File: src/rtl/sb_tx_scheduler.sv
// Sideband TX scheduler: round-robin arbitration between the LT and AT requesters,
// then serializes the granted frame onto the SB byte lane with DLE stuffing and CRC control.
module sb_tx_scheduler (
  input  logic        sb_clk,
  input  logic        rst,
  input  logic        sb_disconnect,
  input  logic        lt_req,
  input  logic        lt_idx,
  input  logic        at_req,
  input  logic        at_is_cmd,
  input  logic [7:0]  at_addr,
  input  logic        at_rw,
  input  logic [1:0]  at_len,
  input  logic [23:0] at_data,
  input  logic [15:0] crc_in,
  input  logic        tx_ready,
  output logic [7:0]  sbtx,
  output logic        sbtx_valid,
  output logic        crc_en,
  output logic        lt_ack,
  output logic        at_ack,
  output logic        busy,
  output logic        tx_abort
);

  typedef enum logic [3:0] {
    IDLE, DLE_S, STX, ADDR, LEN, DATA, CRC_H, CRC_L, DLE_E, ETX, LSE, CLSE
  } state_t;

  typedef enum logic {GRANT_LT, GRANT_AT} grant_t;

  localparam logic [7:0] DLE     = 8'hFE;
  localparam logic [7:0] STX_CMD = 8'hA0;
  localparam logic [7:0] STX_RSP = 8'h20;
  localparam logic [7:0] ETX_SYM = 8'h40;

  state_t      state, nxt_state;
  grant_t      last_grant;
  logic        lat_lt, lat_idx, lat_cmd, lat_rw;
  logic [7:0]  lat_addr;
  logic [1:0]  lat_len;
  logic [23:0] lat_data;
  logic [1:0]  cnt, nxt_cnt;
  logic        stuff;
  logic [15:0] crc_q;
  logic [7:0]  nxt_sym;
  logic        nxt_crc_en;

  logic        accept, grant_lt, stuff_now, last_crc_sym;
  logic [7:0]  lse_byte, crc_hi;

  assign accept   = sbtx_valid & tx_ready;
  assign lse_byte = {4'b0000, lat_idx, 3'b010};
  assign grant_lt = lt_req & (~at_req | (last_grant == GRANT_AT));

  // An FE body/CRC byte is repeated once; the repeat is not fed to the CRC.
  assign stuff_now = (state inside {ADDR, LEN, DATA, CRC_H, CRC_L}) && (sbtx == DLE) && !stuff;

  assign last_crc_sym = crc_en && (((state == LEN) && (lat_len == 2'd0)) ||
                                   ((state == DATA) && (cnt == lat_len - 2'd1)));

  // The CRC is captured on the same edge that may already move to CRC_H.
  assign crc_hi = last_crc_sym ? crc_in[15:8] : crc_q[15:8];

  // NOTE: every combinational output gets a default first so no latch is inferred.
  always_comb begin
    nxt_state = state;
    nxt_cnt   = cnt;
    case (state)
      DLE_S: nxt_state = lat_lt ? LSE : STX;
      LSE:   nxt_state = CLSE;
      STX:   nxt_state = ADDR;
      ADDR:  nxt_state = LEN;
      LEN: begin
        nxt_cnt   = 2'd0;
        nxt_state = (lat_len == 2'd0) ? CRC_H : DATA;
      end
      DATA: begin
        if (cnt == lat_len - 2'd1) nxt_state = CRC_H;
        else                       nxt_cnt   = cnt + 2'd1;
      end
      CRC_H: nxt_state = CRC_L;
      CRC_L: nxt_state = DLE_E;
      DLE_E: nxt_state = ETX;
      default: nxt_state = IDLE;
    endcase

    nxt_sym = 8'h00;
    case (nxt_state)
      DLE_S:   nxt_sym = DLE;
      STX:     nxt_sym = lat_cmd ? STX_CMD : STX_RSP;
      ADDR:    nxt_sym = lat_addr;
      LEN:     nxt_sym = {lat_rw, 5'b00000, lat_len};
      DATA:    nxt_sym = lat_data[{nxt_cnt, 3'b000} +: 8];
      CRC_H:   nxt_sym = crc_hi;
      CRC_L:   nxt_sym = crc_q[7:0];
      DLE_E:   nxt_sym = DLE;
      ETX:     nxt_sym = ETX_SYM;
      LSE:     nxt_sym = lse_byte;
      CLSE:    nxt_sym = ~lse_byte;
      default: nxt_sym = 8'h00;
    endcase
    nxt_crc_en = nxt_state inside {STX, ADDR, LEN, DATA};
  end

  // NOTE: sequential state uses non-blocking assignments only, so every register
  // sees pre-edge values regardless of statement order.
  always_ff @(posedge sb_clk) begin
    if (rst) begin
      state      <= IDLE;
      last_grant <= GRANT_AT;
      lat_lt     <= 1'b0;
      lat_idx    <= 1'b0;
      lat_cmd    <= 1'b0;
      lat_rw     <= 1'b0;
      lat_addr   <= 8'h00;
      lat_len    <= 2'd0;
      lat_data   <= 24'h0;
      cnt        <= 2'd0;
      stuff      <= 1'b0;
      crc_q      <= 16'h0;
      sbtx       <= 8'h00;
      sbtx_valid <= 1'b0;
      crc_en     <= 1'b0;
      lt_ack     <= 1'b0;
      at_ack     <= 1'b0;
      busy       <= 1'b0;
      tx_abort   <= 1'b0;
    end else begin
      lt_ack   <= 1'b0;
      at_ack   <= 1'b0;
      tx_abort <= 1'b0;
      if (state != IDLE && sb_disconnect) begin
        state      <= IDLE;
        sbtx       <= 8'h00;
        sbtx_valid <= 1'b0;
        crc_en     <= 1'b0;
        busy       <= 1'b0;
        stuff      <= 1'b0;
        cnt        <= 2'd0;
        tx_abort   <= 1'b1;
      end else if (state == IDLE) begin
        if (!sb_disconnect && (lt_req || at_req)) begin
          lat_lt     <= grant_lt;
          lat_idx    <= lt_idx;
          lat_cmd    <= at_is_cmd;
          lat_rw     <= at_rw;
          lat_addr   <= at_addr;
          lat_len    <= at_len;
          lat_data   <= at_data;
          last_grant <= grant_lt ? GRANT_LT : GRANT_AT;
          lt_ack     <= grant_lt;
          at_ack     <= ~grant_lt;
          state      <= DLE_S;
          sbtx       <= DLE;
          sbtx_valid <= 1'b1;
          crc_en     <= 1'b0;
          busy       <= 1'b1;
          cnt        <= 2'd0;
          stuff      <= 1'b0;
        end
      end else if (accept) begin
        if (last_crc_sym) crc_q <= crc_in;
        if (stuff_now) begin
          stuff  <= 1'b1;
          crc_en <= 1'b0;
        end else begin
          stuff      <= 1'b0;
          state      <= nxt_state;
          cnt        <= nxt_cnt;
          sbtx       <= nxt_sym;
          crc_en     <= nxt_crc_en;
          sbtx_valid <= (nxt_state != IDLE);
          busy       <= (nxt_state != IDLE);
        end
      end
    end
  end

endmodule

File: config.mk
export PLATFORM = sky130hd
export DESIGN_NAME = sb_tx_scheduler
export DESIGN_NICKNAME = d
export VERILOG_FILES = /design/src/rtl/sb_tx_scheduler.sv
export SDC_FILE = /design/constraint.sdc
export NUM_CORES = 1
export LEC_CHECK = 0
export ABC_AREA = 1
export ABC_CLOCK_PERIOD_IN_PS = 5050
export CAP_MARGIN = 15
export CORE_MARGIN = 3
export CORE_UTILIZATION = 45
export CTS_CLUSTER_DIAMETER = 30
export DETAILED_ROUTE_END_ITERATION = 8
export GPL_ROUTABILITY_DRIVEN = 1
export MAX_ROUTING_LAYER = met4
export PLACE_DENSITY = 0.71
export RECOVER_POWER = 25
export SLEW_MARGIN = 15
export SYNTH_ARGS = -nofsm -noshare
export SYNTH_HDL_FRONTEND = slang
export SYNTH_SLANG_ARGS = --single-unit
File: constraint.sdc
create_clock -name sb_clk -period 5.05 [get_ports sb_clk]
set_clock_uncertainty 0.15 [all_clocks]
set_input_delay 1.01 -clock sb_clk [delete_from_list [all_inputs] [get_ports sb_clk]]
set_output_delay 1.01 -clock sb_clk [all_outputs]
set_load 0.01 [all_outputs]
==> results.sh, run 1 <==
export IMPL_status="complete, no violations"
export IMPL_grt_max_degree=57
export IMPL_rsz0062_at_grt="false"
export IMPL_slowest_stage="nand2_1"
export IMPL_synth_warning_count=0
export IMPL_cts_root_buf="clkbuf_8"
export IMPL_reg2reg_depth=12
export IMPL_holdPathStages=2
export IMPL_clkLatencyLatePin_ps=350
export IMPL_core_sq_mm=0.00826
export IMPL_h_tree_depth=3
export IMPL_setup_ws_ps=1340
export IMPL_min_to="lat_addr[5]$_SDFFE_PP0P_"
export IMPL_drv_cap=0
export IMPL_cp_num_buf_inv=2
export IMPL_grt_busiest_layer="met2"
export IMPL_cts_inserted_buffers=9
export IMPL_port_buffers=72
export IMPL_grt_pass1_wl_um=16700
export IMPL_cts_tree="built"
export IMPL_critPathTopFamily="simple AND/OR/NAND/NOR gates"
export IMPL_ir_worst_vdd_mv=0.259
export IMPL_cts_sinks=75
export IMPL_startpoint_type="flip-flop"
export IMPL_io_pins=73
export IMPL_crit_fanout=24
export IMPL_yosys_area_top_type="dfxtp_1"
export IMPL_timing_worst_setup_path_type="flip-flop to flip-flop"
export IMPL_initial_core_util=0.465
export IMPL_syn_to_final_growth_pct=24.3
export IMPL_netlist_area_leader_share=0.391
export IMPL_place_ws_ps=1710
export IMPL_min_period_ps=3710
export IMPL_final_cells=728
export IMPL_crit_cells=12
export IMPL_drv_slew=0
export IMPL_setup_viol=0
export IMPL_period_share=0.735
export IMPL_fillCellCount=833
export IMPL_cts_hold_buf=0
export IMPL_antenna_found_initial=0
export IMPL_post_cts_buffers=0
export IMPL_setup_tns_ps=0
export IMPL_ys_ff_latch=75
export IMPL_r2r_end="crc_q[5]$_SDFFE_PP0P_"
export IMPL_design_area_sq_mm=0.00477
export IMPL_async_reset_ff_frac=0
export IMPL_use_met1=0.279
export IMPL_dp_cells=712
export IMPL_yosysMostFrequentCell="nand2_1"
export IMPL_syn_nets=615
export IMPL_grt_ovfl_total=0
export IMPL_drt_wirelength_per_cell_um=13.8
export IMPL_hold_viol=0
export IMPL_gp_congestion=0.890
export IMPL_fin_nets=678
export IMPL_cts_buffer_depth=2
export IMPL_synthTopCellsByArea="dfxtp_1 (39%), nand2_1 (11%), nor2_1 (7.7%)"
export IMPL_fp_dieH_um=98.3
export IMPL_power_density_mw_per_mm2=495
export IMPL_r2r_start="lat_len[0]$_SDFFE_PP0P_"
export IMPL_drt_first_iter_violations=166
export IMPL_die_area_sq_mm=0.00967
export IMPL_yosysSeqAreaShare=0.391
export IMPL_fmax_mhz=269
export IMPL_synth_edf_count=0
export IMPL_drc=0
export IMPL_synth_area_per_cell_sq_um=6.91
export IMPL_syn_area_sq_mm=0.00384
export IMPL_track_usage=0.219
export IMPL_diodes=0
export IMPL_drt_pass1_iter_count=4
export IMPL_met3_usage=0.0457
export IMPL_ys_types=36
export IMPL_drt_vias_per_instance=5.11
export IMPL_fp_row_count=33
export IMPL_dp_hpwl_um=7600
export IMPL_place_area_sq_mm=0.00458
export IMPL_slew_headroom=0.304
export IMPL_grt_util_met2=0.352
export IMPL_ff2ff_setup_slack_ps=1340
export IMPL_holdCritPathClass="flip-flop to flip-flop"
export IMPL_multi_input_area_sq_mm=0.00196
export IMPL_cpMostUsedCell="nand2_1"
export IMPL_path_clk_slew_ps=80
export IMPL_netlist_instances=555
export IMPL_synth_flop_cell="dfxtp_1"
export IMPL_critPathArrivalTime_ps=3770
export IMPL_min_delay_start="lat_addr[5]$_SDFFE_PP0P_"
export IMPL_wl_um=10100
export IMPL_vias=3722
export IMPL_leakage_nw=2.00
export IMPL_post_route_cells_drive_above_1_share=0.0851
export IMPL_tightest_slew_ps=1040
export IMPL_power_mw=2.36
export IMPL_synthTopCellsByCount="nand2_1 (117), nor2_1 (79), dfxtp_1 (75)"
export IMPL_register_area_sq_mm=0.00150
export IMPL_cts_resized=0
export IMPL_die_x_um=98.3
export IMPL_required_ps=5110
export IMPL_crit_path_end_kind="flip-flop"
export IMPL_crit_chain="inv_1, ha_1, inv_1, nand2_1, nand2_1, nand3_4, nand2_1, nand2_8, nor2_1, nand2_1, o21ai_0, a21oi_1"
export IMPL_slowest_delay_ps=650
export IMPL_ant_nets=0
export IMPL_grt_pass1_vias=3522
==> worst max-delay path by stage <==
stage | slack (ps) | to | from
final | 1340 | crc_q[5]$_SDFFE_PP0P_ | lat_len[0]$_SDFFE_PP0P_
after floorplan | 3010 | crc_q[14]$_SDFFE_PP0P_ | lat_len[0]$_SDFFE_PP0P_
after global routing | 940 | crc_q[3]$_SDFFE_PP0P_ | lat_len[0]$_SDFFE_PP0P_
after detailed placement | 1710 | last_grant$_SDFFE_PP1P_ | rst
after global placement | 1800 | last_grant$_SDFFE_PP1P_ | rst
after CTS | 2080 | last_grant$_SDFFE_PP1P_ | rst
==> sequential cells by signal (all words and copies together) (netlist names) <==
name        flops
lat_data       24
crc_q          16
lat_addr        8
sbtx            8
state           4
cnt             2
lat_len         2
at_ack          1
busy            1
crc_en          1
last_grant      1
lat_cmd         1
lat_idx         1
lat_lt          1
lat_rw          1
lt_ack          1
stuff           1
tx_abort        1
==> metal layers <==
layer / routed length, um / vias to the layer above
met5: 0 / -
met4: 163 / 0
met3: 584 / 19
met2: 4800 / 122
met1: 4530 / 1654
li1: - / 1927
==> logic make-up after synthesis <==
family,Yosys count,synth area share
compound gates,118,0.166
fa+ha+maj,1,0.00326
buf+inv,79,0.0864
flops,75,0.391
simple gates,282,0.353
==> final cells by class <==
cell class / instances / area share
Sequential cell: 75 / 0.315
Timing Repair Buffer: 73 / 0.153
Tap cell: 105 / 0.0275
Multi-Input combinational cell: 401 / 0.412
Clock inverter: 6 / 0.0186
Clock buffer: 10 / 0.0289
Inverter: 58 / 0.0459
==> power by group <==
group / total (mW) / switching (mW) / leakage, nW / internal [mW]
Sequential: 0.853 / 0.100 / 0.614 / 0.753
Clock: 0.521 / 0.230 / 0.108 / 0.292
Combinational: 0.986 / 0.650 / 1.27 / 0.336
==> cells in the final DEF (no fill, tap or decap), types with 2 or more instances in the layout <==
| cell type | Yosys | final |
|---|---|---|
| nand2_1 | 117 | 119 |
| nor2_1 | 79 | 80 |
| dfxtp_1 | 75 | 75 |
| clkdlybuf4s50_1 | 0 | 58 |
| o21ai_0 | 57 | 57 |
| inv_1 | 51 | 50 |
| nand3_1 | 47 | 47 |
| a21oi_1 | 41 | 41 |
| dlygate4sd3_1 | 0 | 14 |
| clkbuf_8 | 0 | 10 |
| nand2_2 | 7 | 7 |
| o22ai_1 | 7 | 7 |
| inv_2 | 5 | 5 |
| nand3b_1 | 5 | 5 |
| nor2_4 | 4 | 4 |
| nand4_1 | 4 | 4 |
| o21ai_1 | 4 | 4 |
| a21oi_2 | 4 | 4 |
| nor2_2 | 3 | 3 |
| nor3_1 | 3 | 3 |
| nand2_4 | 4 | 3 |
| clkinv_1 | 1 | 2 |
| nand3_4 | 2 | 2 |
| clkinv_2 | 1 | 2 |
| nand3_2 | 2 | 2 |
| clkinvlp_4 | 0 | 2 |
| bufinv_16 | 0 | 2 |
==> worst register-to-register path, stage by stage (launching register included) <==
cell,delay (ps)
dfxtp_1,360
inv_1,120
ha_1,350
inv_1,80
nand2_1,80
nand2_1,130
nand3_4,90
nand2_1,530
nand2_8,150
nor2_1,450
nand2_1,650
o21ai_0,370
a21oi_1,70
==> per-stage QoR <==
stage                      util  hold WS, ps
after floorplan               -          279
after global placement    0.555          291
after detailed placement  0.555          298
after CTS                 0.582          310
after global routing      0.578          325
final                     0.578          310
No activity file was read; power rests on OpenSTA's default activity.
==> run 2: changes to the inputs <==
ABC_CLOCK_PERIOD_IN_PS = 3800   (was 5050)
clock period = 3.8 ns   (was 5.05 ns; I/O delays follow)
==> results.sh, run 2 (same netlist as run 1, synthesis figures left out) <==
export IMPL_drc=0
export IMPL_p_sw_mw=1.26
export IMPL_core_sq_mm=0.00826
export IMPL_gp_congestion=0.940
export IMPL_slowest_stage="a21oi_1"
export IMPL_clkLatencyLatePin_ps=340
export IMPL_reg2reg_depth=7
export IMPL_antenna_found_initial=0
export IMPL_drt_wirelength_per_cell_um=13.7
export IMPL_crit_cells=4
export IMPL_path_clk_slew_ps=70
export IMPL_fin_nets=679
export IMPL_die_area_sq_mm=0.00967
export IMPL_status="complete, no violations"
export IMPL_drt_vias_per_instance=5.05
export IMPL_cts_hold_buf=0
export IMPL_p_int_mw=1.77
export IMPL_largest_reg_flops=24
export IMPL_fmax_mhz=356
export IMPL_crit_chain="dlygate4sd3_1, a21oi_1, nand2_1, o22ai_1"
export IMPL_design_area_sq_mm=0.00477
export IMPL_grt_pass1_wl_um=16400
export IMPL_port_buffers=72
export IMPL_top_register="lat_data"
export IMPL_timing_worst_setup_path_type="input pin to flip-flop"
export IMPL_post_cts_buffers=0
export IMPL_fp_row_count=33
export IMPL_post_route_cells_drive_above_1_share=0.0833
export IMPL_initial_core_util=0.465
export IMPL_sw_frac_of_total=0.416
export IMPL_ir_worst_vdd_mv=0.264
export IMPL_track_usage=0.213
export IMPL_ff2ff_setup_slack_ps=1210
export IMPL_period_share=0.739
export IMPL_required_ps=3910
export IMPL_wl_um=9970
export IMPL_cts_resized=0
export IMPL_critPathArrivalTime_ps=2920
export IMPL_power_frac_comb=0.429
export IMPL_leakage_nw=2.03
export IMPL_drt_first_iter_violations=154
export IMPL_final_common_cell="nand2_1"
export IMPL_grt_ovfl_total=0
export IMPL_cts_root_buf="clkbuf_8"
export IMPL_top_regs="lat_data: 24 flops, crc_q: 16 flops"
export IMPL_setup_viol=0
export IMPL_crit_fanout=16
export IMPL_power_density_mw_per_mm2=637
export IMPL_setup_tns_ps=0
export IMPL_diodes=0
export IMPL_r2r_end="cnt[0]$_SDFFE_PP0P_"
export IMPL_syn_to_final_growth_pct=24.3
export IMPL_r2r_start="state[2]$_SDFFE_PP0P_"
export IMPL_place_ws_ps=839
export IMPL_cts_tree="built"
export IMPL_rsz0062_at_grt="false"
export IMPL_clkPwrFrac=0.196
export IMPL_io_pins=73
export IMPL_h_tree_depth=3
export IMPL_cp_num_buf_inv=1
export IMPL_slowest_delay_ps=880
export IMPL_cts_inserted_buffers=9
export IMPL_vias=3682
export IMPL_layout_common_cells="nand2_1 (117), nor2_1 (79), dfxtp_1 (75)"
export IMPL_ant_nets=0
export IMPL_whs_ps=308
export IMPL_slew_headroom=0.293
export IMPL_place_area_sq_mm=0.00459
export IMPL_min_period_ps=2810
export IMPL_startpoint_type="input pin"
export IMPL_fp_dieH_um=98.3
export IMPL_setup_ws_ps=991
export IMPL_power_frac_seq=0.375
export IMPL_critPathLaunch="rst"
export IMPL_cts_sinks=75
export IMPL_dp_hpwl_um=7660
export IMPL_tightest_slew_ps=1060
export IMPL_drv_slew=0
export IMPL_grt_max_degree=55
export IMPL_holdPathStages=2
export IMPL_crit_path_end_kind="flip-flop"
export IMPL_drv_cap=0
export IMPL_cts_buffer_depth=2
export IMPL_die_x_um=98.3
export IMPL_endpoint="cnt[0]$_SDFFE_PP0P_"
export IMPL_grt_pass1_vias=3492
export IMPL_critPathTopFamily="compound AO/OA/AOI/OAI gates"
export IMPL_drt_pass1_iter_count=5
export IMPL_holdCritPathClass="flip-flop to flip-flop"
export IMPL_hold_viol=0
-- run 2: worst min-delay path by stage --
stage                                    startpoint                         to  slack, ps
final                         crc_q[4]$_SDFFE_PP0P_      crc_q[4]$_SDFFE_PP0P_        310
after global routing        last_grant$_SDFFE_PP1P_    last_grant$_SDFFE_PP1P_        320
after CTS                 lat_data[18]$_SDFFE_PP0P_  lat_data[18]$_SDFFE_PP0P_        300
after detailed placement  lat_data[18]$_SDFFE_PP0P_  lat_data[18]$_SDFFE_PP0P_        290
after global placement    lat_data[18]$_SDFFE_PP0P_  lat_data[18]$_SDFFE_PP0P_        290
after floorplan                 lat_lt$_SDFFE_PP0P_        lat_lt$_SDFFE_PP0P_        280
-- run 2: cell type report --
type	count	area [sq um]
repair buffers	74	736
flip-flops and latches	75	1500
inverters	58	219
multi-input cells	401	1990
clock buffers	14	153
well taps	105	131
fillers	812	3490
clock inverters	2	35.0
-- run 2: per-layer routing --
| layer | GRT usage | routed length, um | vias up |
|---|---|---|---|
| li1 | - | - | 1925 |
| met1 | 0.272 | 4600 | 1647 |
| met2 | 0.342 | 4760 | 95 |
| met3 | 0.0429 | 494 | 15 |
| met4 | 0.0651 | 109 | 0 |
| met5 | - | 0 | - |
-- run 2: per-stage QoR --
stage                     cells  utilization  power [mW]
final                       729        0.577        3.04
after global routing        729        0.577        3.28
after CTS                   729        0.579        3.07
after detailed placement    713        0.556        2.48
after global placement      713        0.556        2.45
after floorplan             555            -        2.11
-- run 2: worst register-to-register path: cells and delay by family (launching register included) --
kind,cells,cell delay [ps]
buf+inv,2,180
flops,1,400
compound gates,2,1060
simple gates,3,740
-- run 2: power groups by stage --
stage / registers [mW] / clock network (mW) / logic, mW
after floorplan: 1.13 / 0 / 0.986
after detailed placement: 1.16 / 0 / 1.32
final: 1.14 / 0.596 / 1.30
after CTS: 1.14 / 0.605 / 1.33
after global placement: 1.15 / 0 / 1.30
after global routing: 1.16 / 0.645 / 1.47
==> run 3: changes to the inputs <==
ABC_CLOCK_PERIOD_IN_PS = 2500   (was 3800)
PLACE_DENSITY = 0.73   (was 0.71)
clock period = 2.5 ns   (was 3.8 ns; I/O delays follow)
==> results.sh, run 3 (same netlist as run 1, synthesis figures left out) <==
export IMPL_design_area_sq_mm=0.00494
export IMPL_antenna_found_initial=0
export IMPL_leakage_nw=2.07
export IMPL_grt_ovfl_total=0
export IMPL_grt_pass1_wl_um=17000
export IMPL_port_buffers=72
export IMPL_cts_hold_buf=0
export IMPL_fin_nets=686
export IMPL_drv_cap=0
export IMPL_clkLatencyLatePin_ps=350
export IMPL_slowest_delay_ps=400
export IMPL_ant_nets=0
export IMPL_critPathTopFamily="buffers and inverters"
export IMPL_required_ps=2630
export IMPL_crit_fanout=55
export IMPL_top_register="lat_data"
export IMPL_drc=0
export IMPL_syn_to_final_growth_pct=28.9
export IMPL_gp_congestion=1.00
export IMPL_cts_buffer_depth=2
export IMPL_cts_inserted_buffers=9
export IMPL_fmax_mhz=435
export IMPL_layout_common_cells="nand2_1 (116), nor2_1 (77), dfxtp_1 (75)"
export IMPL_cts_sinks=75
export IMPL_period_share=0.920
export IMPL_tightest_slew_ps=482
export IMPL_power_density_mw_per_mm2=1020
export IMPL_fp_dieH_um=98.3
export IMPL_min_period_ps=2300
export IMPL_cts_tree="built"
export IMPL_dp_hpwl_um=7880
export IMPL_cts_root_buf="clkbuf_8"
export IMPL_cpMostUsedCell="nor2_1"
export IMPL_grt_pass1_vias=3607
export IMPL_hold_viol=0
export IMPL_slew_headroom=0.679
export IMPL_timing_worst_setup_path_type="flip-flop to flip-flop"
export IMPL_startpoint_type="flip-flop"
export IMPL_top_regs="lat_data: 24 flops, crc_q: 16 flops"
export IMPL_holdCritPathClass="flip-flop to flip-flop"
export IMPL_h_tree_depth=3
export IMPL_cp_num_buf_inv=4
export IMPL_drv_slew=0
export IMPL_crit_chain="nor2_1, inv_2, nor2_4, nand2_1, clkbuf_4, inv_1, buf_4, nor2_1, nor2_1"
export IMPL_rsz0062_at_grt="false"
export IMPL_drt_wirelength_per_cell_um=14.0
export IMPL_ir_worst_vdd_mv=0.447
export IMPL_post_route_cells_drive_above_1_share=0.108
export IMPL_place_area_sq_mm=0.00465
export IMPL_slowest_stage="dfxtp_1"
export IMPL_initial_core_util=0.465
export IMPL_setup_tns_ps=0
export IMPL_grt_max_degree=56
export IMPL_fp_row_count=33
export IMPL_path_clk_slew_ps=80
export IMPL_track_usage=0.222
export IMPL_core_sq_mm=0.00826
export IMPL_drt_first_iter_violations=200
export IMPL_largest_reg_flops=24
export IMPL_drt_pass1_iter_count=5
export IMPL_wl_um=10300
export IMPL_setup_viol=0
export IMPL_die_area_sq_mm=0.00967
export IMPL_diodes=0
export IMPL_setup_ws_ps=201
export IMPL_crit_path_end_kind="flip-flop"
export IMPL_io_pins=73
export IMPL_critPathArrivalTime_ps=2430
export IMPL_status="complete, no violations"
export IMPL_vias=3789
export IMPL_power_mw=5.02
export IMPL_place_ws_ps=71.4
export IMPL_die_x_um=98.3
export IMPL_final_common_cell="nand2_1"
export IMPL_drt_vias_per_instance=5.15
[run 3: area by class of cell]
type | count | area (sq um)
Inverter | 58 | 219
Clock buffer | 10 | 138
Multi-Input combinational cell | 401 | 2040
Sequential cell | 75 | 1500
Fill cell | 773 | 3310
Clock inverter | 6 | 111
Tap cell | 105 | 131
Timing Repair Buffer | 81 | 801
[run 3: repair_timing]
item                       4_1_cts  5_1_grt
setup buffers                    0        3
resized for setup                0       10
setup endpoints to repair        0       18
[run 3: power breakdown]
part | switching, mW | total [mW] | internal (mW)
Combinational | 1.39 | 2.16 | 0.769
Sequential | 0.192 | 1.71 | 1.52
Clock | 0.462 | 1.15 | 0.692
[run 3: metrics by stage]
| stage | hold WS, ps | util | std cells |
|---|---|---|---|
| 4_1_cts | 305 | 0.593 | 733 |
| 6_report | 304 | 0.599 | 736 |
| 5_1_grt | 318 | 0.599 | 736 |
| 3_3_place_gp | 292 | 0.563 | 717 |
| 2_1_floorplan | 279 | - | 555 |
| 3_5_place_dp | 294 | 0.563 | 717 |
[run 3: worst reg2reg max path: cells and delay by family, from the launching register on]
family        cells  cell delay, ps
simple gates      5             750
buf+inv           4             930
flops             1             400
[run 3: worst paths after layout]
kind / start / to / slack (ps) / depth (start not counted)
setup / recovery: state[2]$_SDFFE_PP0P_ / lat_addr[2]$_SDFFE_PP0P_ / 200 / 9
hold / removal: lat_addr[3]$_SDFFE_PP0P_ / lat_addr[3]$_SDFFE_PP0P_ / 300 / 2
setup reg to reg: state[2]$_SDFFE_PP0P_ / lat_addr[2]$_SDFFE_PP0P_ / 200 / 9
hold reg to reg: lat_addr[3]$_SDFFE_PP0P_ / lat_addr[3]$_SDFFE_PP0P_ / 300 / 2
[run 3: per-layer routing]
layer,wire length [um],share of wire,GRT usage
met4,184,0.018,0.0662
met5,0,0,-
met3,598,0.058,0.0457
met1,4730,0.46,0.288
met2,4790,0.46,0.349
